### src/rtl/tt_vpu_ovi_mon_pkg.sv
// Shared types for the OVI protocol monitor: error codes, first-error
// record and the same-cycle priority helper.
package tt_vpu_ovi_mon_pkg;

   localparam int N_ERR       = 8;
   // Capture record holds IDs up to this width; the monitor requires SB_W <= SB_ID_MAX_W.
   localparam int SB_ID_MAX_W = 8;

   typedef enum logic [2:0] {
      ERR_ISSUE_NO_CREDIT     = 3'd0,
      ERR_CREDIT_OVERFLOW     = 3'd1,
      ERR_ISSUE_DUP_SB        = 3'd2,
      ERR_DISPATCH_UNKNOWN_SB = 3'd3,
      ERR_KILL_AND_SENIOR     = 3'd4,
      ERR_COMPLETE_UNKNOWN_SB = 3'd5,
      ERR_COMPLETE_NOT_SENIOR = 3'd6,
      ERR_WATCHDOG            = 3'd7
   } err_code_e;

   typedef struct packed {
      logic                   valid;
      err_code_e              code;
      logic [SB_ID_MAX_W-1:0] sb_id;
   } first_err_t;

   // Lowest set error code wins when several fire in one cycle.
   function automatic err_code_e lowest_err(input logic [N_ERR-1:0] errs);
      err_code_e c;
      c = ERR_WATCHDOG;
      for (int i = N_ERR - 1; i >= 0; i--) begin
         if (errs[i]) c = err_code_e'(i[2:0]);
      end
      return c;
   endfunction

endpackage

### src/rtl/tt_vpu_ovi_mon_sbtable.sv
// Per-scoreboard-ID live/senior tracking with registered live count.
module tt_vpu_ovi_mon_sbtable #(
   parameter int SB_W = 5
) (
   input  logic            clk,
   input  logic            reset,
   input  logic            issue_en,
   input  logic [SB_W-1:0] issue_id,
   input  logic            senior_en,
   input  logic            kill_en,
   input  logic [SB_W-1:0] dispatch_id,
   input  logic            comp_en,
   input  logic [SB_W-1:0] comp_id,
   output logic            issue_live,
   output logic            dispatch_live,
   output logic            comp_live,
   output logic            comp_senior,
   output logic [SB_W:0]   outstanding
);

   localparam int DEPTH = 1 << SB_W;

   logic [DEPTH-1:0] live_q, live_d;
   logic [DEPTH-1:0] senior_q, senior_d;
   logic [SB_W:0]    outstanding_q, outstanding_d;

   // Lookups see the registered (pre-cycle) table.
   assign issue_live    = live_q[issue_id];
   assign dispatch_live = live_q[dispatch_id];
   assign comp_live     = live_q[comp_id];
   assign comp_senior   = senior_q[comp_id];
   assign outstanding   = outstanding_q;

   // Clears first, then senior set, then issue: a new issue to an ID that is
   // being retired in the same cycle leaves a fresh, non-senior live entry.
   always_comb begin
      live_d   = live_q;
      senior_d = senior_q;
      if (kill_en)   live_d[dispatch_id] = 1'b0;
      if (comp_en)   live_d[comp_id]     = 1'b0;
      if (senior_en) senior_d[dispatch_id] = 1'b1;
      if (issue_en) begin
         live_d[issue_id]   = 1'b1;
         senior_d[issue_id] = 1'b0;
      end
      outstanding_d = '0;
      for (int i = 0; i < DEPTH; i++) begin
         outstanding_d = outstanding_d + (SB_W+1)'(live_d[i]);
      end
   end

   // Table and count registers.
   always_ff @(posedge clk) begin
      if (reset) begin
         live_q        <= '0;
         senior_q      <= '0;
         outstanding_q <= '0;
      end else begin
         live_q        <= live_d;
         senior_q      <= senior_d;
         outstanding_q <= outstanding_d;
      end
   end

endmodule

### src/rtl/tt_vpu_ovi_monitor.sv
// Open Vector Interface protocol monitor: credit tracking, scoreboard ID
// lifecycle checks and sticky/pulse/first-error reporting.
// Optional completion watchdog enabled by defining TT_VPU_OVI_MON_WATCHDOG_EN.
module tt_vpu_ovi_monitor #(
   parameter int SB_W        = 5,
   parameter int MAX_CREDITS = 16,
   parameter int TIMEOUT     = 1024
) (
   input  logic                               clk,
   input  logic                               reset,
   input  logic                               issue_valid,
   input  logic [SB_W-1:0]                    issue_sb_id,
   input  logic                               issue_credit,
   input  logic                               dispatch_next_senior,
   input  logic                               dispatch_kill,
   input  logic [SB_W-1:0]                    dispatch_sb_id,
   input  logic                               completed_valid,
   input  logic [SB_W-1:0]                    completed_sb_id,
   input  logic                               clr_err,
   output logic [7:0]                         err_sticky,
   output logic                               err_pulse,
   output logic [2:0]                         first_err_code,
   output logic [SB_W-1:0]                    first_err_sb_id,
   output logic                               first_err_valid,
   output logic [$clog2(MAX_CREDITS+1)-1:0]   credits,
   output logic [SB_W:0]                      outstanding
);
   import tt_vpu_ovi_mon_pkg::*;

   localparam int              CRED_W     = $clog2(MAX_CREDITS + 1);
   localparam logic [CRED_W-1:0] MAX_CRED_V = CRED_W'(MAX_CREDITS);

   logic [CRED_W-1:0] credits_q, credits_d;
   logic [N_ERR-1:0]  sticky_q, sticky_d;
   logic              pulse_q, pulse_d;
   first_err_t        rec_q, rec_d;
   logic [N_ERR-1:0]  errs;
   logic              issue_live, dispatch_live, comp_live, comp_senior;
   logic              legal_comp_same, legal_kill_same;
   logic              wd_fire;
   logic              rec_sb_unused;

   tt_vpu_ovi_mon_sbtable #(.SB_W(SB_W)) u_sbtable (
      .clk           (clk),
      .reset         (reset),
      .issue_en      (issue_valid),
      .issue_id      (issue_sb_id),
      .senior_en     (dispatch_next_senior),
      .kill_en       (dispatch_kill),
      .dispatch_id   (dispatch_sb_id),
      .comp_en       (completed_valid),
      .comp_id       (completed_sb_id),
      .issue_live    (issue_live),
      .dispatch_live (dispatch_live),
      .comp_live     (comp_live),
      .comp_senior   (comp_senior),
      .outstanding   (outstanding)
   );

`ifdef TT_VPU_OVI_MON_WATCHDOG_EN
   localparam int WD_W = (TIMEOUT > 2) ? $clog2(TIMEOUT) : 1;
   logic [WD_W-1:0] wd_q, wd_d;

   // Cycles since the last completion while IDs are live; fires once on
   // reaching TIMEOUT-1 and then holds until a completion or empty table.
   always_comb begin
      wd_d    = wd_q;
      wd_fire = 1'b0;
      if (completed_valid || outstanding == '0) begin
         wd_d = '0;
      end else if (wd_q != WD_W'(TIMEOUT - 1)) begin
         wd_d    = wd_q + 1'b1;
         wd_fire = (wd_d == WD_W'(TIMEOUT - 1));
      end
   end

   // Watchdog counter register.
   always_ff @(posedge clk) begin
      if (reset) wd_q <= '0;
      else       wd_q <= wd_d;
   end
`else
   localparam int TIMEOUT_UNUSED = TIMEOUT;
   assign wd_fire = 1'b0;
`endif

   // Protocol checks against pre-cycle state; the duplicate-issue check also
   // accepts an ID being legally retired in the same cycle.
   always_comb begin
      legal_comp_same = completed_valid && (completed_sb_id == issue_sb_id) && comp_live && comp_senior;
      legal_kill_same = dispatch_kill && !dispatch_next_senior && (dispatch_sb_id == issue_sb_id) && dispatch_live;
      errs    = '0;
      errs[0] = issue_valid && (credits_q == '0);
      errs[1] = issue_credit && !issue_valid && (credits_q == MAX_CRED_V);
      errs[2] = issue_valid && issue_live && !legal_comp_same && !legal_kill_same;
      errs[3] = (dispatch_next_senior || dispatch_kill) && !dispatch_live;
      errs[4] = dispatch_next_senior && dispatch_kill;
      errs[5] = completed_valid && !comp_live;
      errs[6] = completed_valid && comp_live && !comp_senior;
      errs[7] = wd_fire;
   end

   // Credit count clamps at both ends: an overflowing return is dropped and
   // an issue without credit cannot wrap the count below zero.
   always_comb begin
      credits_d = credits_q;
      if (issue_credit && !issue_valid) begin
         if (credits_q != MAX_CRED_V) credits_d = credits_q + 1'b1;
      end else if (issue_valid && !issue_credit) begin
         if (credits_q != '0) credits_d = credits_q - 1'b1;
      end
   end

   // Error reporting; errors seen in a clearing cycle survive the clear.
   always_comb begin
      pulse_d  = (errs != '0);
      sticky_d = clr_err ? errs : (sticky_q | errs);
      rec_d    = clr_err ? '0 : rec_q;
      if ((errs != '0) && (clr_err || !rec_q.valid)) begin
         rec_d.valid = 1'b1;
         rec_d.code  = lowest_err(errs);
         case (rec_d.code)
            ERR_ISSUE_NO_CREDIT, ERR_CREDIT_OVERFLOW, ERR_ISSUE_DUP_SB:
               rec_d.sb_id = SB_ID_MAX_W'(issue_sb_id);
            ERR_DISPATCH_UNKNOWN_SB, ERR_KILL_AND_SENIOR:
               rec_d.sb_id = SB_ID_MAX_W'(dispatch_sb_id);
            ERR_COMPLETE_UNKNOWN_SB, ERR_COMPLETE_NOT_SENIOR:
               rec_d.sb_id = SB_ID_MAX_W'(completed_sb_id);
            default:
               rec_d.sb_id = '0;
         endcase
      end
   end

   // Output and credit registers.
   always_ff @(posedge clk) begin
      if (reset) begin
         credits_q <= '0;
         sticky_q  <= '0;
         pulse_q   <= 1'b0;
         rec_q     <= '0;
      end else begin
         credits_q <= credits_d;
         sticky_q  <= sticky_d;
         pulse_q   <= pulse_d;
         rec_q     <= rec_d;
      end
   end

   // Capture bits above SB_W are always zero.
   assign rec_sb_unused   = ^rec_q.sb_id;
   assign err_sticky      = sticky_q;
   assign err_pulse       = pulse_q;
   assign first_err_code  = rec_q.code;
   assign first_err_sb_id = rec_q.sb_id[SB_W-1:0];
   assign first_err_valid = rec_q.valid;
   assign credits         = credits_q;

endmodule
### config.mk
export PLATFORM = sky130hd
export DESIGN_NAME = tt_vpu_ovi_monitor
export DESIGN_NICKNAME = d
export VERILOG_FILES = /design/src/rtl/tt_vpu_ovi_mon_pkg.sv /design/src/rtl/tt_vpu_ovi_mon_sbtable.sv /design/src/rtl/tt_vpu_ovi_monitor.sv
export SDC_FILE = /design/constraint.sdc
export NUM_CORES = 1
export LEC_CHECK = 0
export ABC_AREA = 1
export CORE_ASPECT_RATIO = 1.2
export CORE_UTILIZATION = 55
export CTS_BUF_LIST = sky130_fd_sc_hd__clkbuf_4
export CTS_CLUSTER_DIAMETER = 30
export CTS_CLUSTER_SIZE = 16
export DETAILED_ROUTE_END_ITERATION = 8
export HOLD_SLACK_MARGIN = 0.1
export PLACE_DENSITY_LB_ADDON = 0.15
export SETUP_SLACK_MARGIN = 0.4
export SLEW_MARGIN = 25
export SYNTH_ARGS = -nofsm -noshare
export SYNTH_HDL_FRONTEND = slang
export SYNTH_SLANG_ARGS = --single-unit
### constraint.sdc
create_clock -name clk -period 7.6 [get_ports clk]
set_input_delay 1.52 -clock clk [delete_from_list [all_inputs] [get_ports clk]]
set_output_delay 1.52 -clock clk [all_outputs]
set_load 0.02 [all_outputs]
==> results of run 1 <==
layout make-up:
| class | instances | area (sq um) |
|---|---|---|
| multi-input cells | 801 | 4200 |
| flip-flops and latches | 92 | 1840 |
| fillers | 1060 | 3070 |
| well taps | 157 | 196 |
| repair buffers | 194 | 1640 |
| inverters | 148 | 556 |
| clock inverters | 6 | 93.8 |
| clock buffers | 10 | 75.1 |
synth_stat cells:
cell type / instances
sky130_fd_sc_hd__dfxtp_1: 92
sky130_fd_sc_hd__xnor2_1: 3
sky130_fd_sc_hd__o221ai_1: 8
sky130_fd_sc_hd__buf_1: 1
sky130_fd_sc_hd__or3_1: 2
sky130_fd_sc_hd__nand2_1: 391
sky130_fd_sc_hd__xor2_1: 2
sky130_fd_sc_hd__nor4_1: 2
sky130_fd_sc_hd__fa_1: 25
sky130_fd_sc_hd__a21o_1: 1
sky130_fd_sc_hd__nand3_1: 35
sky130_fd_sc_hd__o21ai_1: 1
sky130_fd_sc_hd__nor2_1: 125
sky130_fd_sc_hd__a22oi_1: 1
sky130_fd_sc_hd__o211ai_1: 4
sky130_fd_sc_hd__nand3_2: 3
sky130_fd_sc_hd__clkbuf_1: 16
sky130_fd_sc_hd__o22ai_1: 3
sky130_fd_sc_hd__a31oi_1: 11
sky130_fd_sc_hd__o21a_1: 2
sky130_fd_sc_hd__and2_1: 1
sky130_fd_sc_hd__clkinv_1: 4
sky130_fd_sc_hd__nor2_8: 1
sky130_fd_sc_hd__o211ai_2: 1
sky130_fd_sc_hd__inv_1: 132
sky130_fd_sc_hd__buf_2: 17
sky130_fd_sc_hd__nand4_1: 10
sky130_fd_sc_hd__nand2_2: 3
sky130_fd_sc_hd__a21oi_1: 60
sky130_fd_sc_hd__a221oi_1: 1
sky130_fd_sc_hd__inv_2: 12
sky130_fd_sc_hd__a211oi_1: 6
sky130_fd_sc_hd__o21ai_0: 50
sky130_fd_sc_hd__nor3_2: 8
sky130_fd_sc_hd__conb_1: 1
sky130_fd_sc_hd__ha_1: 12
sky130_fd_sc_hd__buf_4: 8
sky130_fd_sc_hd__nor3_1: 28
worst max-delay path: cells and delay by family:
kind	cells	cell delay, ns
adders and majority gates	8	3.72
buffers and inverters	7	1.18
and+or+nand+nor	7	0.59
AOI/OAI and AO/OA	3	0.36
flip-flops by register name, summed over array words and instances, names as in the netlist:
| register | count |
|---|---|
| err_sticky | 7 |
| u_sbtable.outstanding | 6 |
| u_sbtable.live_q | 32 |
| first_err_valid | 1 |
| first_err_sb_id | 5 |
| credits | 5 |
| u_sbtable.senior_q | 32 |
| first_err_code | 3 |
| err_pulse | 1 |
where the power goes:
part	internal [mW]	switching, mW	total (mW)	leakage [nW]
registers	0.512	0.0228	0.535	0.747
clock network	0.141	0.195	0.335	0.0880
logic	0.178	0.266	0.444	3.43
total	0.831	0.483	1.31	4.26
stage by stage:
stage	std cells	worst slack [ns]	power (mW)
3_3_place_gp	1389	-0.0737	0.965
6_report	1408	0.625	1.31
2_1_floorplan	1083	0.470	0.791
5_1_grt	1408	0.414	1.37
4_1_cts	1406	0.404	1.30
3_5_place_dp	1389	-0.190	0.973
kinds of logic (layout without fill, tap and decap cells):
kind of cell    after synthesis  in the layout
buf+inv                     190            358
compound gates              149            149
xor+xnor                      5              5
simple gates                609            609
fa+ha+maj                    37             37
flops                        92             92
other cells                   1              1
timing repair:
| action | 4_1_cts | 5_1_grt |
|---|---|---|
| setup endpoints to repair | 1 | 3 |
| pin swaps | 3 | 12 |
| setup buffers | 1 | 2 |
| gates resized for setup | 6 | 53 |
path summary, 6_finish.rpt:
kind / slack (ns) / to / depth (start not counted) / startpoint
worst max-delay path: 0.63 / u_sbtable.outstanding[4] / 25 / dispatch_sb_id[2]
worst min-delay path: 0.47 / err_sticky[2] / 2 / err_sticky[2]
worst max register to register: 2.18 / u_sbtable.outstanding[4] / 21 / u_sbtable.live_q[14]
worst min register to register: 0.47 / err_sticky[2] / 2 / err_sticky[2]
per-layer routing:
| layer | GRT usage | routed length, um | up-vias |
|---|---|---|---|
| li1 | - | - | 3723 |
| met1 | 0.520 | 9690 | 3641 |
| met2 | 0.663 | 11400 | 527 |
| met3 | 0.0786 | 2740 | 132 |
| met4 | 0.306 | 1940 | 0 |
| met5 | 0 | 0 | - |
cells in the final DEF, fill, tap and decap left out, drive strengths merged, types with 3 or more instances in the layout:
cell,count
a211oi,6
a21oi,60
a31oi,11
buf,145
clkbuf,10
clkdlybuf4s50,36
clkinv,4
dfxtp,92
dlymetal6s2s,13
fa,25
ha,12
inv,147
nand2,394
nand3,38
nand4,10
nor2,126
nor3,36
o211ai,5
o21ai,51
o221ai,8
o22ai,3
xnor2,3
==> run summary, run 1 <==
The flow ran to the end, and the final reports show no timing, DRC or antenna violations. The tools report the final antenna diode count as 0. The first routing iteration left 833 violations.

Power spread over the standard cell area amounts to 153 mW/mm^2. The area share of xor/xnor cells in the synthesized design was 0.00660. The post-synthesis cell area was 0.00664 sq mm. Max-cap violations in this run came to 0.

The tools report the sort of element at the start of the critical path as a primary input. The share of layout cells above drive strength 1 was 0.184. The routed length per placed instance came out at 18.3 um. Post-cts hold buffer count: 0. Share of synthesized area occupied by flip-flops and latches: 0.277. STA puts the critical path data arrival time at 7.35 ns. After detailed routing, the number of vias per cell comes to 5.70. The number of slew-limit violations in the final report came out at 0. Detailed placement finished with a half-perimeter wire length of 19.7 mm. The adder-cell share of the synthesized area works out to 0.0980.

Top-area cell type share of the netlist area: 0.277. The timing-limited maximum frequency was 143 MHz; the post-route fraction of the period consumed by the critical path was 0.918. Path category of the worst min-delay check: flip-flop to flip-flop. TritonCTS built the clock tree. Summing all placed instances gives a cell area of 0.00821 sq mm. The clock slew at the register clock pins of the worst setup and hold paths is 0.16 ns, and the peak ir drop on the vdd network is 0.000135 V. The initial antenna violation count is 0. The post-synthesis area per instance is 6.13 sq um. The tools report the area of the die as 0.0125 sq mm.

The worst-case headroom to the max-slew limit is 0.426, and the effective utilization at floorplan is 0.569. For the cell count after synthesis, the log shows 1083. With fillers left out, the area of the finished cells amounts to 0.00860 sq mm.

The number of CTS-inserted buffers was 9. For this run the aggregate overflow at the end of global routing stands at 0. After synthesis, the netlist uses 38 different library cells. The post-synthesis net count is 1143, and the detailed-router iteration count before antenna repair is 5. The critical path data required time is 7.98 ns, and the fraction of the mapped netlist area in compound gates is 0.126.

At the later pin of the worst-skew pair, clock insertion delay measures 0.49 ns. Across all hold checks on the routed design, the worst slack comes to 0.475 ns. For the number of global-route vias before repair, the log shows 7607. At the end of the flow, the number of nets in the layout was 1306.

In this run the static leakage power is 4.26 nW. The remaining routing DRC violations came out at 0. The critical path start-end classification was primary input to flip-flop. The tools report the top-level port count as 52. The most common cell type on the critical path was sky130_fd_sc_hd__fa_1.

From bottom edge to top edge, the die measures 122 um. At the pin with the least slew margin, the transition time is 0.861 ns. The tools report the first-pass GRT wire length as 39.1 mm.

The largest net degree at the start of global routing was 75; the deepest clock path buffer count was 2. The mux share of post-synthesis cell area came out at 0. Register bit count reported by yosys: 92.

The placement row count was 43; the final core utilization was 0.737. In the post-synthesis netlist, the biggest area contributors are sky130_fd_sc_hd__dfxtp_1 28%, sky130_fd_sc_hd__nand2_1 22%, sky130_fd_sc_hd__fa_1 7.5%, sky130_fd_sc_hd__inv_1 7.5%, sky130_fd_sc_hd__nor2_1 7.1%. By area, the combinational part of the netlist is dominated by simple AND/OR/NAND/NOR gates.

The critical path's slowest cell was sky130_fd_sc_hd__fa_2. The hold violation total from the final report was 0. The die is 102 um wide. The routed via count is 8023. The tools report the kind of capture point of the worst setup path as a flip-flop. Of all nets on the critical path, the largest fanout is 5.

The total number of H-tree levels was 3. Setup violations remaining at the end of the flow were counted as 0. Routability-driven placement finished with a final weighted congestion of 1.02. The area fraction in and, or, nand and nor cells after synthesis works out to 0.376. The worst path needs 6.97 ns of the cycle, external delays included. From synthesis to final layout, the design area changed by 29.6%.

The stage delay of the slowest cell on the critical path works out to 0.62 ns. Adding up every negative setup slack in the final design gives 0 ns. For this block, the routed nets add up to 25.8 mm of wire. Clock skew on the completed layout was measured at 0.0178 ns. CTS placed an instance of sky130_fd_sc_hd__clkbuf_4 at the clock tree root. The global-route usage over all layers came out at 0.424. Port buffering added 50 buffers.

Setup repair after global routing left no endpoint under its margin. Once detail routing completed, the nets flagged for antenna violations numbered 0. Counting every sink on the clock net gives 92. The warning count from the yosys run is 0. sky130_fd_sc_hd__dfxtp_1 takes more of the synthesized area than any other cell.

Placeable core region: 0.0117 sq mm.
(Power assumes the default switching activity.)
==> run 2: changes to the inputs <==
- DONT_BUFFER_PORTS: unset -> 1
==> run summary, run 2 (synthesized netlist as in run 1, its figures left out) <==
The tools report the number of global-route vias before repair as 6506 (-14%). The post-route fraction of the period consumed by the critical path is 0.901 (-0.0170), and the accumulated negative setup slack is 0 ns (unchanged). The net switching fraction of the power works out to 0.371 (+0.00331). Among the stages of the critical path, the cell type that occurs most often is sky130_fd_sc_hd__fa_1. The run finished with clean final reports.

Final hold slack: 0.477 ns (+0.00172 ns). The run gives 7.22 ns (-0.13 ns) as the data arrival time of the worst path. The detailed-router iteration count before antenna repair was 5 (unchanged); the setup slack after layout was 0.754 ns (+0.129 ns). The logs give 0.522 (+0.115) for the sequential cell fraction of total power and 0.00184 sq mm (unchanged) for the sequential standard cell area. The clock latency of the later-clocked register in the worst-skew pair is 0.48 ns (about the same), and the total number of H-tree levels is 3 (unchanged). Share of layout cells above drive strength 1: 0.0681 (-0.116). The tree is rooted in a sky130_fd_sc_hd__clkbuf_4.

Final core utilization: 0.596 (-0.140). The first-pass GRT wire length came out at 34.9 mm (-11%). The clock slew at the register clock pins of the worst setup and hold paths is 0.15 ns (about the same), and the deepest clock path buffer count is 2 (unchanged). The vertical extent of the die was 122 um (unchanged); the internal power was 0.686 mW (-17%).

The run gives 146 MHz (+1.9%) as the timing-limited maximum frequency. The total setup buffers inserted after CTS came out at 0 (-1). Portion of total power attributed to the clock network: 0.236 (-0.019). The number of CTS-inserted buffers was 9 (unchanged); the layout overhead on the synthesized area was 4.88%. The largest fanout on the critical path was 25 (+20); the sink count of the clock tree was 92 (unchanged). The routed via count was 7010 (-13%). The logs give 0 (unchanged) for the hold violation total from the final report and 7.97 ns (about the same) for the critical path data required time. The tools report the total placed cells including tap cells as 1227 (-12%). The number of inserted filler cells in the final layout came out at 1189 (+12%).

Post-cts sizing count: 0 (-6). The tools report the number of DRC markers after the initial detailed-route iteration as 612 (-27%). In the layout the commonest cells are 391 x sky130_fd_sc_hd__nand2_1, 132 x sky130_fd_sc_hd__inv_1, 124 x sky130_fd_sc_hd__nor2_1. The logs give 17.2 mm (-12%) for the HPWL after detailed placement and 1141 (-13%) for the number of nets in the layout.

The run gives 0.0117 sq mm (unchanged) as the placeable core region. The quantity of I/O buffers inserted on ports was 0 (-100%); the placed instance area was 0.00685 sq mm (-17%). The effective utilization at floorplan was 0.569 (unchanged). The proportion of power drawn by combinational gates was 0.243 (-0.095); the worst-case reg-to-reg path depth was 20 (-4.8%). The worst-case headroom to the max-slew limit is 0.569 (+0.143). The run gives 22.6 mm (-12%) as the total detailed-routing wirelength.

TritonCTS built the clock tree. The critical path goes through nor2_1 -> nand2_1 -> inv_1 -> nand2_1 -> nand2_1 -> ha_1 -> inv_1 -> fa_1 -> fa_1 -> fa_1 -> fa_1 -> fa_1 -> fa_1 -> fa_1 -> fa_1 -> inv_1 -> nand2_1 -> inv_1 -> nor2_1 -> nor2_1 -> nor2_1 -> o21ai_0 -> a21oi_1. The residual antenna-violating net count after detailed routing is 0 (unchanged).

The run gives 0.380 (-0.0435) as the global-route usage over all layers. The total stage count of the critical path works out to 23 (-8.0%). The actual slew at the worst max-slew pin works out to 0.643 ns (-0.218 ns). The total design power came out at 1.09 mW (-17%). The stage delay of the slowest cell on the critical path works out to 0.53 ns (-0.09 ns). Placement row count: 43 (unchanged). Worst clock skew: 0.0172 ns (-0.000629 ns). Leakage component of the power: 3.35 nW (-21%). The post-cts hold buffer count came out at 0 (unchanged). The time the final worst path needs with I/O delays and setup is 6.85 ns (-0.129 ns), and the via density per instance is 5.64 (-1.0%). The routed length per placed instance works out to 18.2 um (-0.65%). Leaving out fill and tap cells, the most frequent cell in the layout is sky130_fd_sc_hd__nand2_1. The logs give 0 (unchanged) for the count of max-cap constraint violations and 0.00404 sq mm (-3.8%) for the multi-input logic area. The buffer and inverter count on the worst path is 4 (-3). The worst setup path is launched from a primary input. For the largest net degree at the start of global routing, the log shows 75 (unchanged).

The cell depth of the worst hold path was 2 (unchanged); the global placer's final weighted congestion was 1.04 (+1.3%). The tools report the kind of capture point of the worst setup path as a flip-flop. The cell area after layout came out at 0.00696 sq mm (-19%).

Final antenna diode count: 0 (unchanged). Setup repair after global routing left no endpoint under its margin. The path category of the worst min-delay check is flip-flop to flip-flop. The floorplan die width came out at 102 um (unchanged).

For this design, the slowest cell found on the critical path is sky130_fd_sc_hd__fa_1. The top-level port count came out at 52 (unchanged). The tools report the peak ir drop on the vdd network as 0.0000876 V (-35%). The run gives 0 (unchanged) as the initial antenna violation count. For the minimum setup slack after placement, the log shows 0.244 ns (+0.434 ns). Dominant delay contributor by cell family on the critical path: adder cells. The tools report the remaining routing DRC violations as 0 (unchanged). The switching component of the power was 0.405 mW (-16%). The run gives 0 (unchanged) as the total overflow reported by the global router.

The critical path start-end classification is primary input to flip-flop. The power per cell area is 157 mW/mm^2 (+2.6%), and the total of endpoints with negative setup slack in the final report is 0 (unchanged). The count of non-filler cells in the finished layout was 1243 (-12%); the number of slew-limit violations in the final report was 0 (unchanged).

The area of the die is 0.0125 sq mm (unchanged).
==> run 2: changes by cell type in the layout (fill, tap and decap cells not counted), sizes merged, moves of 3 or more <==
cell / delta
dlymetal6s2s: -13
clkinv: +3
buf: -116
inv: -3
clkdlybuf4s50: -36
==> run 2: worst paths after layout <==
kind                               start                  endpoint  slack (ns)
hold / removal    u_sbtable.senior_q[10]    u_sbtable.senior_q[10]        0.48
setup / recovery          issue_sb_id[0]  u_sbtable.outstanding[4]        0.75
setup reg to reg     u_sbtable.live_q[1]  u_sbtable.outstanding[4]        2.10
hold reg to reg   u_sbtable.senior_q[10]    u_sbtable.senior_q[10]        0.48
==> run 2: metal layers <==
| layer | wire length, um | global-route usage | up-vias |
|---|---|---|---|
| met5 | 0 | 0 | - |
| met4 | 1330 | 0.230 | 0 |
| met1 | 8890 | 0.477 | 3180 |
| li1 | - | - | 3380 |
| met2 | 10300 | 0.596 | 365 |
| met3 | 2140 | 0.0803 | 85 |
==> run 2: final cells by class <==
| cell class | instances | area share |
|---|---|---|
| Clock buffer | 12 | 0.0129 |
| Clock inverter | 4 | 0.00377 |
| Inverter | 148 | 0.0798 |
| Multi-Input combinational cell | 801 | 0.580 |
| Sequential cell | 92 | 0.265 |
| Tap cell | 157 | 0.0282 |
| Timing Repair Buffer | 29 | 0.0313 |
==> run 2: tightest hold or removal path, delay by kind of cell (launching register included) <==
kind	cells	cell delay, ns
DFF	1	0.34
buffers and inverters	1	0.05
AOI/OAI and AO/OA	1	0.06
==> run 2: power groups by stage <==
stage | sequential [mW] | clock (mW) | combinational [mW]
floorplan | 0.573 | 0 | 0.218
global placement | 0.579 | 0 | 0.259
detailed placement | 0.580 | 0 | 0.261
CTS | 0.569 | 0.261 | 0.263
global route | 0.575 | 0.279 | 0.297
finish | 0.569 | 0.258 | 0.265
==> run 3: changes to the inputs <==
- CORE_MARGIN: unset -> 3
==> run summary, run 3 (synthesized netlist as in run 1, its figures left out) <==
The final hold slack is 0.478 ns (+0.00159 ns), and the clock slew at the register clock pins of the worst setup and hold paths is 0.15 ns (about the same). Peak ir drop on the vdd network: 0.000106 V (+21%). Global routing's busiest layer: met2. The worst register-to-register path begins at u_sbtable.live_q[0]. The slowest stage of the critical path belongs to the cell sky130_fd_sc_hd__fa_1. The met1 demand-to-capacity share in global routing came out at 0.437 (-0.0394). The tools report the placeable core region as 0.0117 sq mm (unchanged). The share of layout cells above drive strength 1 was 0.0673 (-0.000859); the count of max-cap constraint violations was 0 (unchanged).

For the data arrival time of the worst path, the log shows 7.17 ns (-0.05 ns). The detailed-router iteration count before antenna repair came out at 6 (+1). The run gives 0.350 (-0.0301) as the global-route usage over all layers.

The library cells used most frequently in the layout, excluding fill and tap cells, are 391 x sky130_fd_sc_hd__nand2_1, 132 x sky130_fd_sc_hd__inv_1, 123 x sky130_fd_sc_hd__nor2_1. The tools report the area of the die as 0.0134 sq mm (+7.3%). The total of endpoints with negative setup slack in the final report was 0 (unchanged).

The post-route fraction of the period consumed by the critical path was 0.895 (-0.00556); the total detailed-routing wirelength was 23.0 mm (+1.7%). The total overflow reported by the global router was 0 (unchanged); the via density per instance was 5.70 (+1.0%). The critical path start-end classification was primary input to flip-flop. In this run the critical register-to-register path is captured at u_sbtable.outstanding[4].

The final antenna diode count is 0 (unchanged), and the time the final worst path needs with I/O delays and setup is 6.80 ns (-0.0422 ns). The worst clock skew was 0.0118 ns (-0.00534 ns). The accumulated negative setup slack was 0 ns (unchanged). The layout overhead on the synthesized area was 5.15%; the number of nets in the layout was 1141 (unchanged). The worst setup path is launched from a primary input. The number of global-route vias before repair is 6661 (+2.4%), and the largest fanout on the critical path is 7 (-72%).

For the total design power, the log shows 1.12 mW (+2.3%). The routed via count came out at 7076 (+0.94%). The most common cell type on the critical path is sky130_fd_sc_hd__fa_1.

The flow ran to the end, and the final reports show no timing, DRC or antenna violations. Tracing the worst setup path back leads to its startpoint at completed_sb_id[4]. The placement row count came out at 43 (unchanged). Setup repair after global routing left no endpoint under its margin. The routing usage on met3 was 0.0875 (+0.00724); the met2 global-route usage was 0.551 (-0.0456). The final core utilization was 0.598 (+0.00150). The clock latency of the later-clocked register in the worst-skew pair was 0.47 ns (about the same). The post-cts hold buffer count is 0 (unchanged). The actual slew at the worst max-slew pin is 0.772 ns (+0.130 ns).

The deepest clock path buffer count was 2 (unchanged). Effective utilization at floorplan: 0.569 (unchanged). Kind of capture point of the worst setup path: a flip-flop. The total stage count of the critical path is 22 (-4.3%), and the minimum setup slack after placement is 0.284 ns (+0.0400 ns).

The path category of the worst min-delay check was flip-flop to flip-flop. Count of non-filler cells in the finished layout: 1242 (-0.080%). The stage delay of the slowest cell on the critical path was 0.54 ns (about the same).

The timing-limited maximum frequency was 147 MHz (+0.62%). The most critical setup path has its endpoint at u_sbtable.outstanding[4]. The global placer's final weighted congestion was 1.08 (+4.1%); the remaining routing DRC violations was 0 (unchanged).

The run gives 700 (+14%) as the number of DRC markers after the initial detailed-route iteration. The dominant delay contributor by cell family on the critical path was adder cells. The routed length per placed instance works out to 18.5 um (+1.8%). The total setup buffers inserted after CTS is 0 (unchanged). Walking the worst path, the cells encountered are nor3_1 -> inv_1 -> o221ai_1 -> nand2_1 -> ha_1 -> inv_1 -> fa_1 -> fa_1 -> fa_1 -> fa_1 -> fa_1 -> fa_1 -> fa_1 -> fa_1 -> inv_1 -> nand2_1 -> inv_1 -> nor2_1 -> nor2_1 -> nor2_1 -> o21ai_0 -> a21oi_1. The vertical extent of the die was 126 um (+3.3%); the floorplan die width was 106 um (+3.9%).

The quantity of I/O buffers inserted on ports works out to 0 (unchanged). The tools report the cell area after layout as 0.00698 sq mm (+0.25%). The total placed cells including tap cells came out at 1227 (unchanged). The largest net degree at the start of global routing was 75 (unchanged); the power per cell area was 160 mW/mm^2 (+2.0%).

The buffer and inverter count on the worst path was 4 (unchanged); the HPWL after detailed placement was 17.6 mm (+2.2%). The placed instance area is 0.00685 sq mm (unchanged), and the worst-case headroom to the max-slew limit is 0.482 (-0.0869). For the hold violation total from the final report, the log shows 0 (unchanged). The first-pass GRT wire length is 36.1 mm (+3.4%), and the number of CTS-inserted buffers is 9 (unchanged). The library cell used most frequently in the layout, excluding fill and tap cells, is sky130_fd_sc_hd__nand2_1. The worst-case reg-to-reg path depth is 20 (unchanged). For the total number of H-tree levels, the log shows 3 (unchanged). Setup slack after layout: 0.797 ns (+0.0422 ns). TritonCTS built the clock tree.

For the internal reg-to-reg setup slack, the log shows 2.07 ns (-0.03 ns). For the top-level port count, the log shows 52 (unchanged). Residual antenna-violating net count after detailed routing: 0 (unchanged). The run gives 3.35 nW (about the same) as the leakage component of the power. The initial antenna violation count is 0 (unchanged).

CTS placed an instance of sky130_fd_sc_hd__clkbuf_4 at the clock tree root. The run gives 7.97 ns (about the same) as the critical path data required time. The logs give 0 (unchanged) for the number of slew-limit violations in the final report and 92 (unchanged) for the sink count of the clock tree.
## run 3: changes by cell type in the layout (fill, tap and decap cells not counted), sizes merged
| cell | previous run | this run |
|---|---|---|
| clkbuf | 12 | 9 |
| inv | 144 | 146 |
| clkinv | 7 | 6 |
| bufinv | 0 | 1 |
## run 3: worst min path at each step
stage	slack, ns	endpoint	from	depth (start not counted)
4_1_cts	0.48	u_sbtable.senior_q[10]	u_sbtable.senior_q[10]	2
5_1_grt	0.50	u_sbtable.senior_q[18]	u_sbtable.senior_q[18]	2
3_5_place_dp	0.46	u_sbtable.senior_q[10]	u_sbtable.senior_q[10]	2
3_3_place_gp	0.45	u_sbtable.senior_q[17]	u_sbtable.senior_q[17]	2
2_1_floorplan	0.44	u_sbtable.senior_q[28]	u_sbtable.senior_q[28]	2
6_report	0.48	u_sbtable.senior_q[31]	u_sbtable.senior_q[31]	2
## run 3: timing repair
action / in CTS / in global routing
gates resized for setup: 0 / 1
hold endpoints to repair: 0 / 0
endpoints found under the setup margin: 0 / 1
## run 3: layout make-up
class | instances | area (sq um)
Timing Repair Buffer | 29 | 218
Inverter | 148 | 556
Tap cell | 157 | 196
Clock inverter | 6 | 63.8
Clock buffer | 9 | 67.6
Fill cell | 1220 | 4690
Multi-Input combinational cell | 801 | 4040
Sequential cell | 92 | 1840
## run 3: layer usage
layer | routed length, um | part of all wire
met1 | 8510 | 0.37
met2 | 10200 | 0.44
met3 | 2870 | 0.12
met4 | 1440 | 0.063
met5 | 0 | 0
## run 3: where the power goes
group	internal [mW]	total, mW	switching [mW]	leakage, nW
registers	0.512	0.570	0.0579	0.747
clock network	0.0994	0.278	0.179	0.0702
logic	0.0975	0.269	0.171	2.53
total	0.709	1.12	0.408	3.35
## run 3: tightest hold or removal path, stage by stage (launching register included)
cell	delay (ns)
sky130_fd_sc_hd__dfxtp_1	0.33
sky130_fd_sc_hd__inv_1	0.06
sky130_fd_sc_hd__a211oi_1	0.07
